$ cat config.mk
export PLATFORM = sky130hd
export DESIGN_NAME = fill_rect
export DESIGN_NICKNAME = d
export VERILOG_FILES = /design/src/rtl/fill_pkg.sv /design/src/rtl/fill_pattern.sv /design/src/rtl/fill_rect.sv
export SDC_FILE = /design/constraint.sdc
export NUM_CORES = 1
export LEC_CHECK = 0
export BUFFER_PORTS_ARGS = -buffer_cell sky130_fd_sc_hd__clkbuf_2
export CAP_MARGIN = 20
export CORE_UTILIZATION = 61
export DETAILED_ROUTE_END_ITERATION = 8
export PLACE_DENSITY = 0.82
export SKIP_CTS_REPAIR_TIMING = 1
export SLEW_MARGIN = 20
export SYNTH_ARGS = -nofsm -noshare
export SYNTH_HDL_FRONTEND = slang
export SYNTH_SLANG_ARGS = --single-unit
$ cat constraint.sdc
create_clock -name clk -period 4.49 [get_ports clk]
set_clock_uncertainty 0.05 [all_clocks]
set_input_delay 0.6735 -clock clk [delete_from_list [all_inputs] [get_ports clk]]
set_output_delay 0.6735 -clock clk [all_outputs]
set_load 0.02 [all_outputs]
$ cat src/rtl/fill_pkg.sv
// Shared types and default screen geometry for the rectangle-fill engine.
package fill_pkg;

  typedef enum logic [1:0] {
    SOLID     = 2'd0,
    COLSTRIPE = 2'd1,
    ROWSTRIPE = 2'd2,
    CHECKER   = 2'd3
  } fill_mode_e;

  typedef enum logic [1:0] {
    IDLE = 2'd0,
    FILL = 2'd1,
    DONE = 2'd2
  } fill_state_e;

  localparam int SCREEN_W_DEF = 160;
  localparam int SCREEN_H_DEF = 120;

endpackage

$ cat src/rtl/fill_pattern.sv
// Combinational pattern generator: maps a pixel position to its fill colour.
module fill_pattern
  import fill_pkg::*;
#(
  parameter int X_W      = 8,
  parameter int Y_W      = 7,
  parameter int COLOUR_W = 3
) (
  input  logic [X_W-1:0]      x,
  input  logic [Y_W-1:0]      y,
  input  logic [COLOUR_W-1:0] colour,
  input  fill_mode_e          mode,
  output logic [COLOUR_W-1:0] pix_colour
);

  // Select the pixel colour for the requested pattern
  always_comb begin
    pix_colour = colour;
    case (mode)
      SOLID:     pix_colour = colour;
      COLSTRIPE: pix_colour = COLOUR_W'(x);
      ROWSTRIPE: pix_colour = COLOUR_W'(y);
      CHECKER: begin
        if ((x[0] ^ y[0]) == 1'b1) begin
          pix_colour = ~colour;
        end else begin
          pix_colour = colour;
        end
      end
      default:   pix_colour = colour;
    endcase
  end

endmodule

$ cat src/rtl/fill_rect.sv
// Rectangle-fill engine: plots a clipped rectangle one pixel per clock,
// column-major, driving the VGA adapter's plot inputs directly.
module fill_rect
  import fill_pkg::*;
#(
  parameter int SCREEN_W = SCREEN_W_DEF,
  parameter int SCREEN_H = SCREEN_H_DEF,
  parameter int X_W      = 8,
  parameter int Y_W      = 7,
  parameter int COLOUR_W = 3
) (
  input  logic                clk,
  input  logic                rst,
  input  logic                start,
  input  logic [X_W-1:0]      x0,
  input  logic [X_W-1:0]      x1,
  input  logic [Y_W-1:0]      y0,
  input  logic [Y_W-1:0]      y1,
  input  logic [COLOUR_W-1:0] colour,
  input  logic [1:0]          mode,
  output logic                busy,
  output logic                done,
  output logic [X_W-1:0]      vga_x,
  output logic [Y_W-1:0]      vga_y,
  output logic [COLOUR_W-1:0] vga_colour,
  output logic                vga_plot
);

  localparam logic [X_W-1:0] X_MAX = X_W'(SCREEN_W - 1);
  localparam logic [Y_W-1:0] Y_MAX = Y_W'(SCREEN_H - 1);

  fill_state_e          state_q, state_d;
  // pend_q marks the cycle between accepting a request and the first pixel
  logic                 pend_q, pend_d;
  logic                 empty_q, empty_d;
  logic [X_W-1:0]       x0_q, x0_d, x1c_q, x1c_d;
  logic [Y_W-1:0]       y0_q, y0_d, y1c_q, y1c_d;
  logic [COLOUR_W-1:0]  colour_q, colour_d;
  fill_mode_e           mode_q, mode_d;
  logic [X_W-1:0]       vga_x_q, vga_x_d;
  logic [Y_W-1:0]       vga_y_q, vga_y_d;
  logic [COLOUR_W-1:0]  vga_colour_q, vga_colour_d;
  logic                 vga_plot_q, vga_plot_d;
  logic                 busy_q, busy_d;
  logic                 done_q, done_d;

  logic [X_W-1:0]       x1c_s, nxt_x_s;
  logic [Y_W-1:0]       y1c_s, nxt_y_s;
  logic                 empty_s, last_s;
  logic [COLOUR_W-1:0]  pix_s;

  // Clip the requested rectangle to the screen and detect an empty result
  always_comb begin
    x1c_s   = (x1 > X_MAX) ? X_MAX : x1;
    y1c_s   = (y1 > Y_MAX) ? Y_MAX : y1;
    empty_s = (int'(x0) >= SCREEN_W) || (int'(y0) >= SCREEN_H) ||
              (x0 > x1c_s) || (y0 > y1c_s);
  end

  // Next scan position; the end test runs on the current pixel so nothing wraps
  always_comb begin
    last_s = (vga_x_q == x1c_q) && (vga_y_q == y1c_q);
    if (state_q == FILL) begin
      if (vga_y_q == y1c_q) begin
        nxt_x_s = vga_x_q + X_W'(1);
        nxt_y_s = y0_q;
      end else begin
        nxt_x_s = vga_x_q;
        nxt_y_s = vga_y_q + Y_W'(1);
      end
    end else begin
      nxt_x_s = x0_q;
      nxt_y_s = y0_q;
    end
  end

  fill_pattern #(
    .X_W      (X_W),
    .Y_W      (Y_W),
    .COLOUR_W (COLOUR_W)
  ) u_pattern (
    .x          (nxt_x_s),
    .y          (nxt_y_s),
    .colour     (colour_q),
    .mode       (mode_q),
    .pix_colour (pix_s)
  );

  // FSM next state, request latching and output register inputs
  always_comb begin
    state_d      = state_q;
    pend_d       = pend_q;
    empty_d      = empty_q;
    x0_d         = x0_q;
    x1c_d        = x1c_q;
    y0_d         = y0_q;
    y1c_d        = y1c_q;
    colour_d     = colour_q;
    mode_d       = mode_q;
    vga_x_d      = vga_x_q;
    vga_y_d      = vga_y_q;
    vga_colour_d = vga_colour_q;
    vga_plot_d   = 1'b0;
    case (state_q)
      IDLE: begin
        if (pend_q) begin
          pend_d = 1'b0;
          if (empty_q) begin
            state_d = DONE;
          end else begin
            state_d      = FILL;
            vga_x_d      = nxt_x_s;
            vga_y_d      = nxt_y_s;
            vga_colour_d = pix_s;
            vga_plot_d   = 1'b1;
          end
        end else if (start) begin
          pend_d   = 1'b1;
          empty_d  = empty_s;
          x0_d     = x0;
          x1c_d    = x1c_s;
          y0_d     = y0;
          y1c_d    = y1c_s;
          colour_d = colour;
          mode_d   = fill_mode_e'(mode);
        end else begin
          state_d = IDLE;
        end
      end
      FILL: begin
        if (last_s) begin
          state_d = DONE;
        end else begin
          vga_x_d      = nxt_x_s;
          vga_y_d      = nxt_y_s;
          vga_colour_d = pix_s;
          vga_plot_d   = 1'b1;
        end
      end
      DONE: begin
        if (!start) begin
          state_d = IDLE;
        end else begin
          state_d = DONE;
        end
      end
      default: begin
        state_d = IDLE;
        pend_d  = 1'b0;
      end
    endcase
    busy_d = (state_d == FILL);
    done_d = (state_d == DONE);
  end

  // State, latched request and output registers with synchronous reset
  always_ff @(posedge clk) begin
    if (rst) begin
      state_q      <= IDLE;
      pend_q       <= 1'b0;
      empty_q      <= 1'b0;
      x0_q         <= '0;
      x1c_q        <= '0;
      y0_q         <= '0;
      y1c_q        <= '0;
      colour_q     <= '0;
      mode_q       <= SOLID;
      vga_x_q      <= '0;
      vga_y_q      <= '0;
      vga_colour_q <= '0;
      vga_plot_q   <= 1'b0;
      busy_q       <= 1'b0;
      done_q       <= 1'b0;
    end else begin
      state_q      <= state_d;
      pend_q       <= pend_d;
      empty_q      <= empty_d;
      x0_q         <= x0_d;
      x1c_q        <= x1c_d;
      y0_q         <= y0_d;
      y1c_q        <= y1c_d;
      colour_q     <= colour_d;
      mode_q       <= mode_d;
      vga_x_q      <= vga_x_d;
      vga_y_q      <= vga_y_d;
      vga_colour_q <= vga_colour_d;
      vga_plot_q   <= vga_plot_d;
      busy_q       <= busy_d;
      done_q       <= done_d;
    end
  end

  assign busy       = busy_q;
  assign done       = done_q;
  assign vga_x      = vga_x_q;
  assign vga_y      = vga_y_q;
  assign vga_colour = vga_colour_q;
  assign vga_plot   = vga_plot_q;

endmodule

Yosys cells after proc, flatten, opt, wreduce, memory -nomap -nowiden

Cells that the tools add are included.

Muxes and demuxes: 33
Bitwise operators: 3
Equality and inequality tests: 12
Order comparisons: 6
Reduce and logical (&&, ||, !) cells: 10
Add/subtract/negate cells: 2

Operators with widths:

| operator              | number |
|---|---|
| $mux W8               | 6 |
| $mux W7               | 6 |
| $pmux W8 S2           | 1 |
| $pmux W7 S2           | 1 |
| $mux W3               | 4 |
| $pmux W3 S4           | 1 |
| $mux W2               | 5 |
| $add A8 B1 Y8 const B | 1 |
| $eq A2 B2 Y1 const B  | 4 |
| $eq A8 B8 Y1          | 1 |
| $ge A8 B8 Y1 const B  | 1 |
| $gt A8 B8 Y1          | 1 |
| $gt A8 B8 Y1 const B  | 1 |
| $add A7 B1 Y7 const B | 1 |
| $eq A7 B7 Y1          | 1 |
| $ge A7 B7 Y1 const B  | 1 |
| $gt A7 B7 Y1          | 1 |
| $gt A7 B7 Y1 const B  | 1 |
| $eq A2 B1 Y1 const B  | 3 |
| $ne A2 B2 Y1 const B  | 3 |
| $pmux W2 S3           | 1 |
| $pmux W3 S2           | 1 |
| $mux W1               | 5 |
| $logic_not A2 Y1      | 2 |
| other kinds (10)      | 13 |

Output and inout bits: 21
Logic and storage cells: 81
Flip-flop bits (word level): 60
Bits of input ports: 38

Depth between registers and ports, before layout

Word-level depth: 9
Depth in mapped cells: 11
Gate-level depth less buffers: 11

Cells and area by module

From an unflattened synthesis, not the netlist that was laid out.

Cells, all modules: 450
Area total of the unflattened synthesis: 3549.7 µm²

Modules (own cells, without submodules):

| module       | instances | area an instance (µm²) | cells an instance | sequential area each (µm²) |
|---|---|---|---|---|
| fill_rect    | 1         | 3409.5                 | 436               | 1201.2 |
| fill_pattern | 1         | 140.1                  | 14                | 0.0 |

Worst setup path after synthesis

No wires, ideal clock.

Path type: input-to-reg
From: input port x1[7]
To: register empty_q
Buffers on the path: 0
Slack: 2024 ps
Data arrival time: 2297 ps
Setup time: 119 ps
Stages on the path: 11
Data required time: 4321 ps
Cells stage by stage: inv_1 nor2_1 nor2_1 ha_1 nor2b_1 o21a_1 o21ai_0 nand2b_1 a211oi_1 o21ai_0 o221a_2

Word-level cells in the longest chain between the ends: 5

Ends and longest elaborated chain:

| item                   | line             | source |
|---|---|---|
| start: declaration     | fill_rect.sv:16  | `input logic [X_W-1:0] x1,` |
| $gt A8 B8 Y1           | fill_rect.sv:54  | `x1c_s = (x1 > X_MAX) ? X_MAX : x1;` |
| $mux W8 (*)            | fill_rect.sv:54  |  |
| $gt A8 B8 Y1 (*)       | fill_rect.sv:57  | `(x0 > x1c_s) \|\| (y0 > y1c_s);` |
| $logic_or A1 B1 Y1 (*) | fill_rect.sv:56  | `empty_s = (int'(x0) >= SCREEN_W) \|\| (int'(y0) >= SCREEN_H) \|\|` |
| $logic_or A1 B1 Y1 (*) | fill_rect.sv:57  |  |
| end signal: assignment | fill_rect.sv:177 | `empty_q <= empty_d;` |
| end: declaration       | fill_rect.sv:35  | `logic empty_q, empty_d;` |

Every way passes the cells marked *; elsewhere a longest branch is shown, timed or not.
A chain may end at the register's enable or synchronous reset.

Worst setup path in the final report

From: register state_q[1]
To: register vga_colour_q[1] (netlist: vga_colour[1])

Word-level cells in the longest chain between the ends: 8
Elaborated cells between the ends (all ways): 16
Classes of those cells: 4 x eq/ne; 8 x mux; 1 x bitwise; 3 x reduce/logical

Ends and longest elaborated chain:

| item                                      | line                              | source |
|---|---|---|
| start: declaration                        | fill_rect.sv:32                   | `fill_state_e state_q, state_d;` |
| start signal: assignment                  | fill_rect.sv:175                  | `state_q <= state_d;` |
| $eq A2 B1 Y1                              | fill_rect.sv:63, fill_rect.sv:104 |  |
| $mux W8 / $mux W7 (equally long branches) | fill_rect.sv:63                   | `if (state_q == FILL) begin` |
| $xor A1 B1 Y1                             | fill_pattern.sv:24                | `if ((x[0] ^ y[0]) == 1'b1) begin` |
| $mux W3                                   | fill_pattern.sv:24                |  |
| $pmux W3 S4                               | fill_pattern.sv:19                | `case (mode)` |
| $mux W3                                   | fill_rect.sv:108                  | `if (empty_q) begin` |
| $mux W3                                   | fill_rect.sv:106                  | `if (pend_q) begin` |
| $pmux W3 S2                               | fill_rect.sv:104                  | `case (state_q)` |
| end signal: assignment                    | fill_rect.sv:186                  | `vga_colour_q <= vga_colour_d;` |
| end: declaration                          | fill_rect.sv:42                   | `logic [COLOUR_W-1:0] vga_colour_q, vga_colour_d;` |

Several ways; a longest one is shown, not always the timed one. The select of a mux whose other input is x is not followed.

==> impl_metrics.ini <==
[run_status]
status = finished, final reports clean

[detailed_routing]
wl_per_cell_um = 15.2
drc = 0
wl_mm = 8.46
avgViaCountPerCell = 5.91
via_count = 3287
ant_nets = 0
drt_pre_antenna_iters = 5
first_iter_violations = 302

[cells_and_area]
drive_gt1_frac = 0.179
nets = 540
fillCellCount = 422
syn_to_final_growth_pct = 14.0
antenna_cells = 0
fin_area_um2 = 3870

[global_route]
grt_overflow = 0
grt_usage = 0.305
grt_pass1_vias = 3049
grt_max_degree = 40
antenna_found_initial = 0
grt_pass1_wl_mm = 14.2

[run]
drv_cap = 0

[worst_hold_path]
hold_path_class = reg -> reg
hold_start = x0_q[4]

[clocking]
htree_levels = 3
clk_latency_ns = 0.34
cts_tree = built
cts.path.max_buffers = 2
cts.sinks = 60
cts_root_buf = clkbuf_8
cts_buffers = 9
path_clk_slew_ns = 0.06

[floorplan]
ios = 59
initial_core_util = 0.649
fp.coreArea_um2 = 5240
dieArea_um2 = 5870
die_h_um = 76.6
die_w_um = 76.6
rows = 26

[sta]
hold_violations = 0
finalSetupViolCount = 0
finalCritPeriodShare = 0.681
finalCriticalPeriod_ns = 3.06
tightest_slew_ns = 0.970
rsz0062_at_grt = no
slew_headroom = 0.350
worst_hold_slack_ns = 0.407
tns_ns = 0
max_freq_mhz = 327
drv_slew = 0

[power]
p_leak_uw = 0.00165
vdd_drop_max_uv = 201
p_seq_frac = 0.435
p_int_uw = 970
p_sw_uw = 493
power_frac_comb = 0.256
switching_share = 0.337
power.share.clock = 0.309
p_per_area_nw_per_um2 = 377

[worst_setup_path]
worstSetupPathType = reg -> reg
startpoint = state_q[1]
path_max_fanout = 16
cp.required_ns = 4.63
arrival_ns = 3.20
startpoint_type = register
r2r_start = state_q[1]
endpoint_kind = register

[logic_synthesis]
ys.flop_type = dfxtp_1
synth_nets = 493
ys_seq_elements = 60
async_flop_share = 0
synth_edf_count = 0
synth_area_per_cell_um2 = 7.83
synth_seq_area_share = 0.353
yosys.cell_types.count = 53
syn_area_um2 = 3400
syn_inst = 434
yosysWarnings = 0

[placed_design]
place_area_um2 = 3690
hpwlAfterDp_mm = 6.24
gp_congestion = 0.917
port_buffers = 58
[registers in the layout (all words and copies together) (netlist names), 2 cells and up]
| name | cells |
|---|---|
| x0_q | 8 |
| y1c_q | 7 |
| vga_colour | 3 |
| y0_q | 7 |
| x1c_q | 8 |
| vga_x | 8 |
| state_q | 2 |
| vga_y | 7 |
| mode_q | 2 |
| colour_q | 3 |
[synth_stat cells (7+ instances only)]
cell	instances	area (µm²)
ha_1	21	263
and3_1	10	62.6
nor2_1	43	161
inv_1	15	56.3
nand2_1	71	267
a211oi_1	12	90.1
o21ai_0	16	80.1
dfxtp_1	60	1200
clkbuf_1	21	78.8
nand3_1	16	80.1
xnor2_1	15	131
a21oi_1	47	235
nor3_1	7	35.0
nand4_1	7	43.8
[layout by cell type (no fill, tap or decap), types with 4 or more instances in the layout]
cell type,n
a211oi_1,12
nor3_1,7
nor2_1,42
ha_1,21
dfxtp_1,60
a21o_1,5
nor2b_1,4
and3_1,10
inv_1,15
nand3_1,16
mux2i_1,6
clkbuf_2,58
a21oi_1,47
xor2_1,6
o21ai_0,16
xnor2_1,15
nand2_1,71
o21a_1,4
nand4_1,7
clkbuf_8,12
[cell families after synthesis]
kind of cell / Yosys count / synth area share
AND/OR/NAND/NOR: 173 / 0.233
flip-flops: 60 / 0.353
adder cells (fa/ha/maj): 21 / 0.0773
multiplexers: 7 / 0.0243
buffers and inverters: 40 / 0.0490
AO/OA/AOI/OAI: 112 / 0.208
XOR/XNOR: 21 / 0.0541
[routing by layer]
| metal | global-route usage | part of all wire | wire [µm] |
|---|---|---|---|
| met1 | 0.404 | 0.46 | 3920 |
| met2 | 0.491 | 0.45 | 3810 |
| met3 | 0.0395 | 0.067 | 571 |
| met4 | 0.146 | 0.020 | 166 |
| met5 | 0 | 0 | 0 |
[stage by stage]
stage	cells	util	setup WS, ns	power (µW)
floorplan	434	-	2.02	919
finish	556	0.740	1.43	1460
CTS	556	0.740	1.51	1460
detailed placement	540	0.704	1.51	1020
global route	556	0.740	1.17	1540
global placement	540	0.704	1.62	1010
[layout make-up]
type	count	area, µm²	share of cell area
clock buffer	12	165	0.0426
clock inverter	4	22.5	0.00581
inverter	16	60.1	0.0155
multi-input combinational	334	2030	0.525
sequential	60	1200	0.310
tap	70	87.6	0.0226
timing repair buffer	60	305	0.0788
[critical path, cell delays in order, from the launching register on]
cell and delay (ns):
dfxtp_1 0.33, inv_1 0.09, ha_1 0.48, clkinv_1 0.37
o21ai_1 0.59, o31ai_2 0.37, or4_1 0.47, o21ai_0 0.09
a311oi_1 0.07
[worst paths after layout]
kind	to	slack (ns)	depth (start not counted)
hold reg to reg	x0_q[4]	0.41	2
setup / recovery	vga_colour[1]	1.43	8
hold / removal	x0_q[4]	0.41	2
setup reg to reg	vga_colour[1]	1.43	8
[power by group through the flow]
stage	clock (µW)	combinational, µW	sequential, µW
after global placement	0	361	645
after global routing	478	420	643
after CTS	454	373	635
final	451	375	636
after detailed placement	0	370	647
after floorplan	0	274	645
Power figures use the tool's default switching activity.
